[config.mk]
export PLATFORM = sky130hd
export DESIGN_NAME = bcd_seg_scanner
export DESIGN_NICKNAME = d
export VERILOG_FILES = /design/src/rtl/bcd_seg_scanner.sv
export SDC_FILE = /design/constraint.sdc
export NUM_CORES = 1
export LEC_CHECK = 0
export BUFFER_PORTS_ARGS = -buffer_cell sky130_fd_sc_hd__buf_2
export CORE_UTILIZATION = 56
export DETAILED_ROUTE_END_ITERATION = 6
export GPL_TIMING_DRIVEN = 0
export PLACE_DENSITY = 0.75
export SLEW_MARGIN = 0
export SYNTH_ARGS = -nofsm -noshare
export SYNTH_HDL_FRONTEND = slang
export SYNTH_SLANG_ARGS = --single-unit
[constraint.sdc]
create_clock -name CLK -period 2.55 [get_ports CLK]
set_input_delay 0.255 -clock CLK [delete_from_list [all_inputs] [get_ports CLK]]
set_output_delay 0.255 -clock CLK [all_outputs]
set_load 0.01 [all_outputs]
[src/rtl/bcd_seg_scanner.sv]
// Two-digit BCD to 7-segment scanner with per-frame snapshot and inter-digit blanking.
// Latency: inputs are visible from the frame after the next capture edge. Outputs are Moore. No backpressure.
module bcd_seg_scanner #(
    parameter int SCAN_DIV  = 1000,
    parameter int BLANK_DIV = 50,
    parameter int LZB       = 1
) (
    input  logic       CLK,
    input  logic       RST,
    input  logic [3:0] bcd_0,
    input  logic [3:0] bcd_1,
    output logic [6:0] seg,
    output logic [1:0] dig_sel,
    output logic       frame_tick
);

    localparam int MAX_DIV = (SCAN_DIV > BLANK_DIV) ? SCAN_DIV : BLANK_DIV;
    localparam int CW      = (MAX_DIV > 1) ? $clog2(MAX_DIV) : 1;

    localparam logic [1:0] SHOW0  = 2'd0;
    localparam logic [1:0] BLANK0 = 2'd1;
    localparam logic [1:0] SHOW1  = 2'd2;
    localparam logic [1:0] BLANK1 = 2'd3;

    localparam logic [CW-1:0] SCAN_LAST  = CW'(SCAN_DIV - 1);
    localparam logic [CW-1:0] BLANK_LAST = CW'(BLANK_DIV - 1);

    logic [1:0]    state_q, state_d;
    logic [CW-1:0] cnt_q, cnt_d;
    logic [3:0]    snap_0_q, snap_0_d;
    logic [3:0]    snap_1_q, snap_1_d;
    logic [CW-1:0] phase_last;

    function automatic logic [6:0] enc(input logic [3:0] v);
        logic [6:0] s;
        case (v)
            4'd0:    s = 7'h3F;
            4'd1:    s = 7'h06;
            4'd2:    s = 7'h5B;
            4'd3:    s = 7'h4F;
            4'd4:    s = 7'h66;
            4'd5:    s = 7'h6D;
            4'd6:    s = 7'h7D;
            4'd7:    s = 7'h07;
            4'd8:    s = 7'h7F;
            4'd9:    s = 7'h6F;
            default: s = 7'h40;
        endcase
        return s;
    endfunction

    always_comb begin
        state_d    = state_q;
        cnt_d      = cnt_q;
        snap_0_d   = snap_0_q;
        snap_1_d   = snap_1_q;
        phase_last = (state_q == SHOW0 || state_q == SHOW1) ? SCAN_LAST : BLANK_LAST;
        if (cnt_q == phase_last) begin
            cnt_d   = '0;
            state_d = state_q + 2'd1;
            // Both digits are taken from the same edge so a frame never shows a torn value.
            if (state_q == BLANK1) begin
                snap_0_d = bcd_0;
                snap_1_d = bcd_1;
            end
        end else begin
            cnt_d = cnt_q + CW'(1);
        end
    end

    always_ff @(posedge CLK or posedge RST) begin
        if (RST) begin
            state_q  <= BLANK1;
            cnt_q    <= '0;
            snap_0_q <= 4'd0;
            snap_1_q <= 4'd0;
        end else begin
            state_q  <= state_d;
            cnt_q    <= cnt_d;
            snap_0_q <= snap_0_d;
            snap_1_q <= snap_1_d;
        end
    end

    always_comb begin
        seg        = 7'h00;
        dig_sel    = 2'b00;
        frame_tick = 1'b0;
        case (state_q)
            SHOW0: begin
                seg        = enc(snap_0_q);
                dig_sel    = 2'b01;
                frame_tick = (cnt_q == '0);
            end
            SHOW1: begin
                if (!(LZB != 0 && snap_1_q == 4'd0)) begin
                    seg     = enc(snap_1_q);
                    dig_sel = 2'b10;
                end
            end
            default: begin
                seg     = 7'h00;
                dig_sel = 2'b00;
            end
        endcase
    end

endmodule

# ---- Word level (Yosys, flattened, before mapping)
# Memories as Yosys holds them, arrays and structs flattened.
# Index checks and enable logic that the tools add are counted.
dict set report op_classes {
  addsub 2
  reduce_logical 5
  muxes 7
  n_eq_ne 3
}
# op count
set op_table {}
lappend op_table {{10-bit two-way mux} 2}
lappend op_table {{7-bit case mux with 2 select lines} 1}
lappend op_table {{10-bit by 1-bit adder with 10-bit output (second input constant)} 1}
lappend op_table {{10-bit equality test} 1}
lappend op_table {{10-bit zero test} 1}
lappend op_table {{7-bit two-way mux} 1}
lappend op_table {{2-bit equality test (second input constant)} 2}
lappend op_table {{4-bit zero test} 1}
lappend op_table {{2-bit case mux with 2 select lines} 1}
lappend op_table {{2-bit by 1-bit adder with 2-bit output (second input constant)} 1}
lappend op_table {{2-bit zero test} 1}
lappend op_table {{2-bit two-way mux} 1}
lappend op_table {{2-bit AND reduction} 1}
lappend op_table {{1-bit logical OR} 1}
lappend op_table {{1-bit two-way mux} 1}
dict set report word_totals {
  romBits 224
  elab_cells 23
  n_memories 2
  out_inout_bits 10
  regBits 20
}
# memory words width rd rd_clocked_by_memory_dff wr line
set mem_list {}
lappend mem_list {{(name not given)} 16 7 1 0 0 36} ;# case (v)
lappend mem_list {{(name not given)} 16 7 1 0 0 36}

# ---- Logic depth before layout (Yosys ltp)
dict set report logic_depth {
  word_depth 5
  depth_mapped 7
}

# ---- Worst setup path before layout
# OpenSTA, ideal clock, no wires.
dict set report synth_path {
  path_kind {register to register}
  start {register state_q[0]}
  end {register snap_0_q[3]}
  setup_slack_ns 0.373
  t_arrival_ns 2.052
  required_ns 2.425
  path_buffers 0
  stages_incl_launch_ff 7
  setup_ns 0.125
  path_cell_list {dfstp_2 -> inv_1 -> ha_1 -> or3_1 -> a21oi_1 -> o2111ai_4 -> mux2_4}
}
dict set report synth_via {
  elab_chain_cells 5
  elab_cells_between_ends 7
}
# item line
set synth_lines {}
lappend synth_lines {{start: declaration} 28} ;# logic [1:0] state_q, state_d;
lappend synth_lines {{start signal: assignment} 78} ;# state_q <= state_d;
lappend synth_lines {{2-bit equality test or 2-bit zero test (tied branches)} 57} ;# phase_last = (state_q == SHOW0 || state_q == SHOW1) ? SCAN_LAST : BLANK_LAST;
lappend synth_lines {{1-bit logical OR} 57}
lappend synth_lines {{10-bit two-way mux} 57}
lappend synth_lines {{10-bit equality test} 58} ;# if (cnt_q == phase_last) begin
lappend synth_lines {{2-bit AND reduction (no source line) *} -}
lappend synth_lines {{end signal: assignment} 80} ;# snap_0_q <= snap_0_d;
lappend synth_lines {{end: declaration} 30} ;# logic [3:0] snap_0_q, snap_0_d;
# Mark *: on every way between the ends. The rest lies on a longest branch, timed or not.
# A chain may end at the register's enable or synchronous reset.

# ---- Final worst setup path
dict set report layout_path {
  start {register state_q[0]}
  end {output frame_tick}
}
dict set report layout_via {
  elab_chain_cells 2
}
# item line
set layout_lines {}
lappend layout_lines {{2-bit zero test} 89} ;# case (state_q)
lappend layout_lines {{1-bit two-way mux} 89}
lappend layout_lines {{end: declaration} 14} ;# output logic frame_tick
# No other way between the ends.

==> results summary <==
The start point of the critical path is state_q[0]. The delay contributed by the slowest stage of the critical path is 0.50 ns. The flow ran to the end, and the final reports show no timing, DRC or antenna violations.

In this run the critical register-to-register path is launched from state_q[0]. The total met2 wirelength after detailed routing is 1.34 mm. From synthesis to final layout, the design area changed by 12.0%. The number of instances resized during post-cts repair came out at 0. The library cell used most frequently in the layout, excluding fill and tap cells, is sky130_fd_sc_hd__nor2_1. The area of the mapped netlist is 0.00138 mm^2. The power share of the sequential group came out at 0.560. The largest net degree at the start of global routing is 21. Routed signal wires occupy layers up through met4. After the first detailed-routing iteration, the DRC count stood at 21. The worst vdd rail ir drop is 0.316 mV. STA classifies the critical path startpoint as a flop. The total routing usage reported by global routing came out at 0.219. The area of the core came out at 0.00228 mm^2. The fmax came out at 428 MHz. The number of clock sinks came out at 20. The number of buffers and inverters on the critical path is 2. The total of hold buffers inserted after clock tree synthesis came out at 0.

The wire length reported by the detailed router came out at 2.57 mm. The worst hold path belongs to the class in2async. The site row count came out at 17.

The internal power of the cells totals 447 uW. The routed design uses 57 um of met3 wire. The setup fix buffers added after clock tree synthesis came out at 0. TritonCTS built the clock tree. The number of primary I/O pins came out at 20. The x dimension of the die is 51.7 um. The later pin in the worst-skew pair is clocked with a latency of 0.30 ns. The count of input and output buffers is 19.

The die footprint is 0.00267 mm^2. Walking the worst path, the cells encountered are inv_1, ha_1, or4bb_1, nor4_1, buf_2. The via count normalized by instance count is 5.61.

The initial cell density of the core is 0.607. Power spread over the standard cell area amounts to 380 mW/mm^2. After clock tree synthesis, the clock-pin slew on the worst setup and hold paths is 0.11 ns. In the routed design, unresolved DRC markers number 0. Before antenna repair, the detailed router went through 4 iterations. The synthesized net count is 171.

The data arrival time of the critical path came out at 2.08 ns. The final setup slack of the worst path came out at 0.213 ns. The share of total power dissipated in the clock network is 0.306. A synthesized cell averages 9.47 um^2. The via count of the first global-routing pass was 1052. The wire length of the first global-routing pass came out at 4.22 mm. In the finished design, the share of the clock period the worst path needs comes to 0.916. The routed length per placed instance came out at 13.0 um. Measured along the y axis, the die boundary spans 51.7 um.

The repair_antennas step left the layout with diodes totalling 0. The final weighted congestion in routability-driven placement is 0.787. In this design, the largest share of critical-path delay is due to simple AND/OR/NAND/NOR gates. OpenSTA, run right after detailed placement, puts the worst setup slack at 0.245 ns. In this run the worst path has a maximum fanout of 7. For the worst setup path, the data required time is 2.30 ns. The total negative setup slack came out at 0 ns. After global routing the overflow that remains totals 0. The root buffer cell chosen for the clock tree is sky130_fd_sc_hd__clkbuf_4.

The worst setup path is captured at an output port. The count of antenna-violating nets left after detailed routing is 0. Setup repair after global routing left no endpoint under its margin. The maximum count of clock buffers along a single path came out at 2. The post-route worst hold slack is 0.0548 ns. In this run the critical register-to-register path is captured at snap_0_q[3]. Leaving out fill and tap cells, the most frequent cells in the layout are sky130_fd_sc_hd__nor2_1, sky130_fd_sc_hd__buf_2, sky130_fd_sc_hd__dfrtp_1, sky130_fd_sc_hd__ha_1, sky130_fd_sc_hd__inv_1.

The pin slew with the least headroom to its limit came out at 0.720 ns. The fraction of layout cells with a size suffix above 1 is 0.231. The critical-path cell with the highest stage delay is sky130_fd_sc_hd__or4bb_1. In the final routing, the length of wire on met1 measures 1.13 mm. The number of slew-limit violations in the final report came to 0. In this run the tightest slew margin relative to its limit is 0.519. The total power draw is 589 uW. The static power due to leakage is 0.722 nW.

In this run, distinct cell masters in the synthesized netlist total 33. The setup clock skew after layout came out at 0.00321 ns. The clock buffer count from CTS came out at 3. The setup path with the least slack is of type reg2out.

The final hold violation count came out at 0. The Yosys step of the flow raised 0 warnings. The number of vias after detailed routing came out at 1105. The synthesized design contains 20 register bits. The switching power as a share of total power is 0.242. The number of endpoints failing setup at the final stage came out at 0. After legalization and detailed placement, the total HPWL measured 1.99 mm. Counting I/O delays and the setup requirement, the final critical path takes 2.34 ns. In this run the register-to-register setup slack is 0.23 ns. The number of nets in the final layout came out at 195. The fraction of the yosys area taken by sequential cells is 0.364. The combinational share of power is 0.134. The number of cells produced by synthesis came out at 146. Max-cap violations in this run came to 0. The switching power summed over all nets came out at 142 uW.

The number of cells on the worst reg-to-reg path is 6. The total number of H-tree levels is 1. The initial antenna violation count came to 0.
[synth_stat cells]
cell type | count | area share
sky130_fd_sc_hd__a21boi_0 | 1 | 0.0054
sky130_fd_sc_hd__a21oi_1 | 6 | 0.022
sky130_fd_sc_hd__a221o_1 | 1 | 0.0072
sky130_fd_sc_hd__a22o_1 | 1 | 0.0063
sky130_fd_sc_hd__a32o_1 | 1 | 0.0072
sky130_fd_sc_hd__and2_1 | 4 | 0.018
sky130_fd_sc_hd__and3_1 | 2 | 0.0090
sky130_fd_sc_hd__buf_4 | 1 | 0.0054
sky130_fd_sc_hd__clkbuf_1 | 3 | 0.0081
sky130_fd_sc_hd__dfrtp_1 | 18 | 0.33
sky130_fd_sc_hd__dfstp_2 | 2 | 0.038
sky130_fd_sc_hd__ha_1 | 15 | 0.14
sky130_fd_sc_hd__inv_1 | 14 | 0.038
sky130_fd_sc_hd__mux2_2 | 8 | 0.065
sky130_fd_sc_hd__mux2_4 | 1 | 0.011
sky130_fd_sc_hd__nand2_1 | 6 | 0.016
sky130_fd_sc_hd__nand3_1 | 4 | 0.014
sky130_fd_sc_hd__nand4_1 | 2 | 0.0090
sky130_fd_sc_hd__nor2_1 | 20 | 0.054
sky130_fd_sc_hd__nor2b_1 | 2 | 0.0090
sky130_fd_sc_hd__nor3_1 | 5 | 0.018
sky130_fd_sc_hd__nor3_4 | 1 | 0.012
sky130_fd_sc_hd__nor4_1 | 2 | 0.0090
sky130_fd_sc_hd__o2111ai_4 | 1 | 0.019
sky130_fd_sc_hd__o211a_1 | 1 | 0.0072
sky130_fd_sc_hd__o21ai_0 | 6 | 0.022
sky130_fd_sc_hd__o21ba_2 | 1 | 0.0072
sky130_fd_sc_hd__o22ai_1 | 5 | 0.023
sky130_fd_sc_hd__or3_1 | 1 | 0.0045
sky130_fd_sc_hd__or4_4 | 1 | 0.0081
sky130_fd_sc_hd__or4bb_1 | 1 | 0.0081
sky130_fd_sc_hd__xnor2_1 | 6 | 0.038
sky130_fd_sc_hd__xor2_1 | 3 | 0.019
[kinds of logic after synthesis]
logic type      share of synthesized area
buf+inv                            0.0516
compound gates                      0.126
flops                               0.364
xor+xnor                           0.0570
fa+ha+maj                           0.136
mux                                0.0760
simple gates                        0.190
[layout make-up]
| cell class | instances | area [um^2] |
|---|---|---|
| multi-input cells | 108 | 808 |
| repair buffers | 19 | 95.1 |
| fillers | 191 | 727 |
| clock buffers | 4 | 36.3 |
| flip-flops and latches | 20 | 503 |
| well taps | 28 | 35.0 |
| plain buffers | 4 | 18.8 |
| inverters | 14 | 52.6 |
[power groups by stage]
| stage | logic [mW] | registers (mW) | clock network, mW |
|---|---|---|---|
| 2_1_floorplan | 0.0549 | 0.334 | 0 |
| 3_3_place_gp | 0.0773 | 0.336 | 0 |
| 3_5_place_dp | 0.0796 | 0.336 | 0 |
| 4_1_cts | 0.0798 | 0.330 | 0.187 |
| 5_1_grt | 0.0902 | 0.331 | 0.199 |
| 6_report | 0.0789 | 0.330 | 0.180 |
[metrics by stage]
stage                     area [um^2]  instances  utilization
after CTS                        1550        197        0.681
after detailed placement         1510        193        0.665
final                            1550        197        0.681
after global routing             1550        197        0.681
after floorplan                  1380        146            -
after global placement           1510        193        0.665
[worst max-delay path by stage]
stage                        endpoint  slack (ns)  cells past startpoint
after global routing      snap_0_q[3]        0.14                      6
final                      frame_tick        0.21                      5
after CTS                 snap_0_q[3]        0.22                      6
after floorplan           snap_0_q[3]        0.37                      6
after global placement    snap_0_q[3]        0.28                      6
after detailed placement  snap_0_q[3]        0.24                      6
[sequential cells by signal (all words and copies together), names as in the netlist]
name      flops
state_q       2
snap_1_q      4
snap_0_q      4
cnt_q        10
[metal layers]
| metal | vias to the layer above | global-route usage |
|---|---|---|
| li1 | 549 | - |
| met1 | 530 | 0.224 |
| met2 | 20 | 0.426 |
| met3 | 6 | 0.0292 |
| met4 | 0 | 0.108 |
| met5 | - | 0 |
Power figures use the tool's default switching activity.
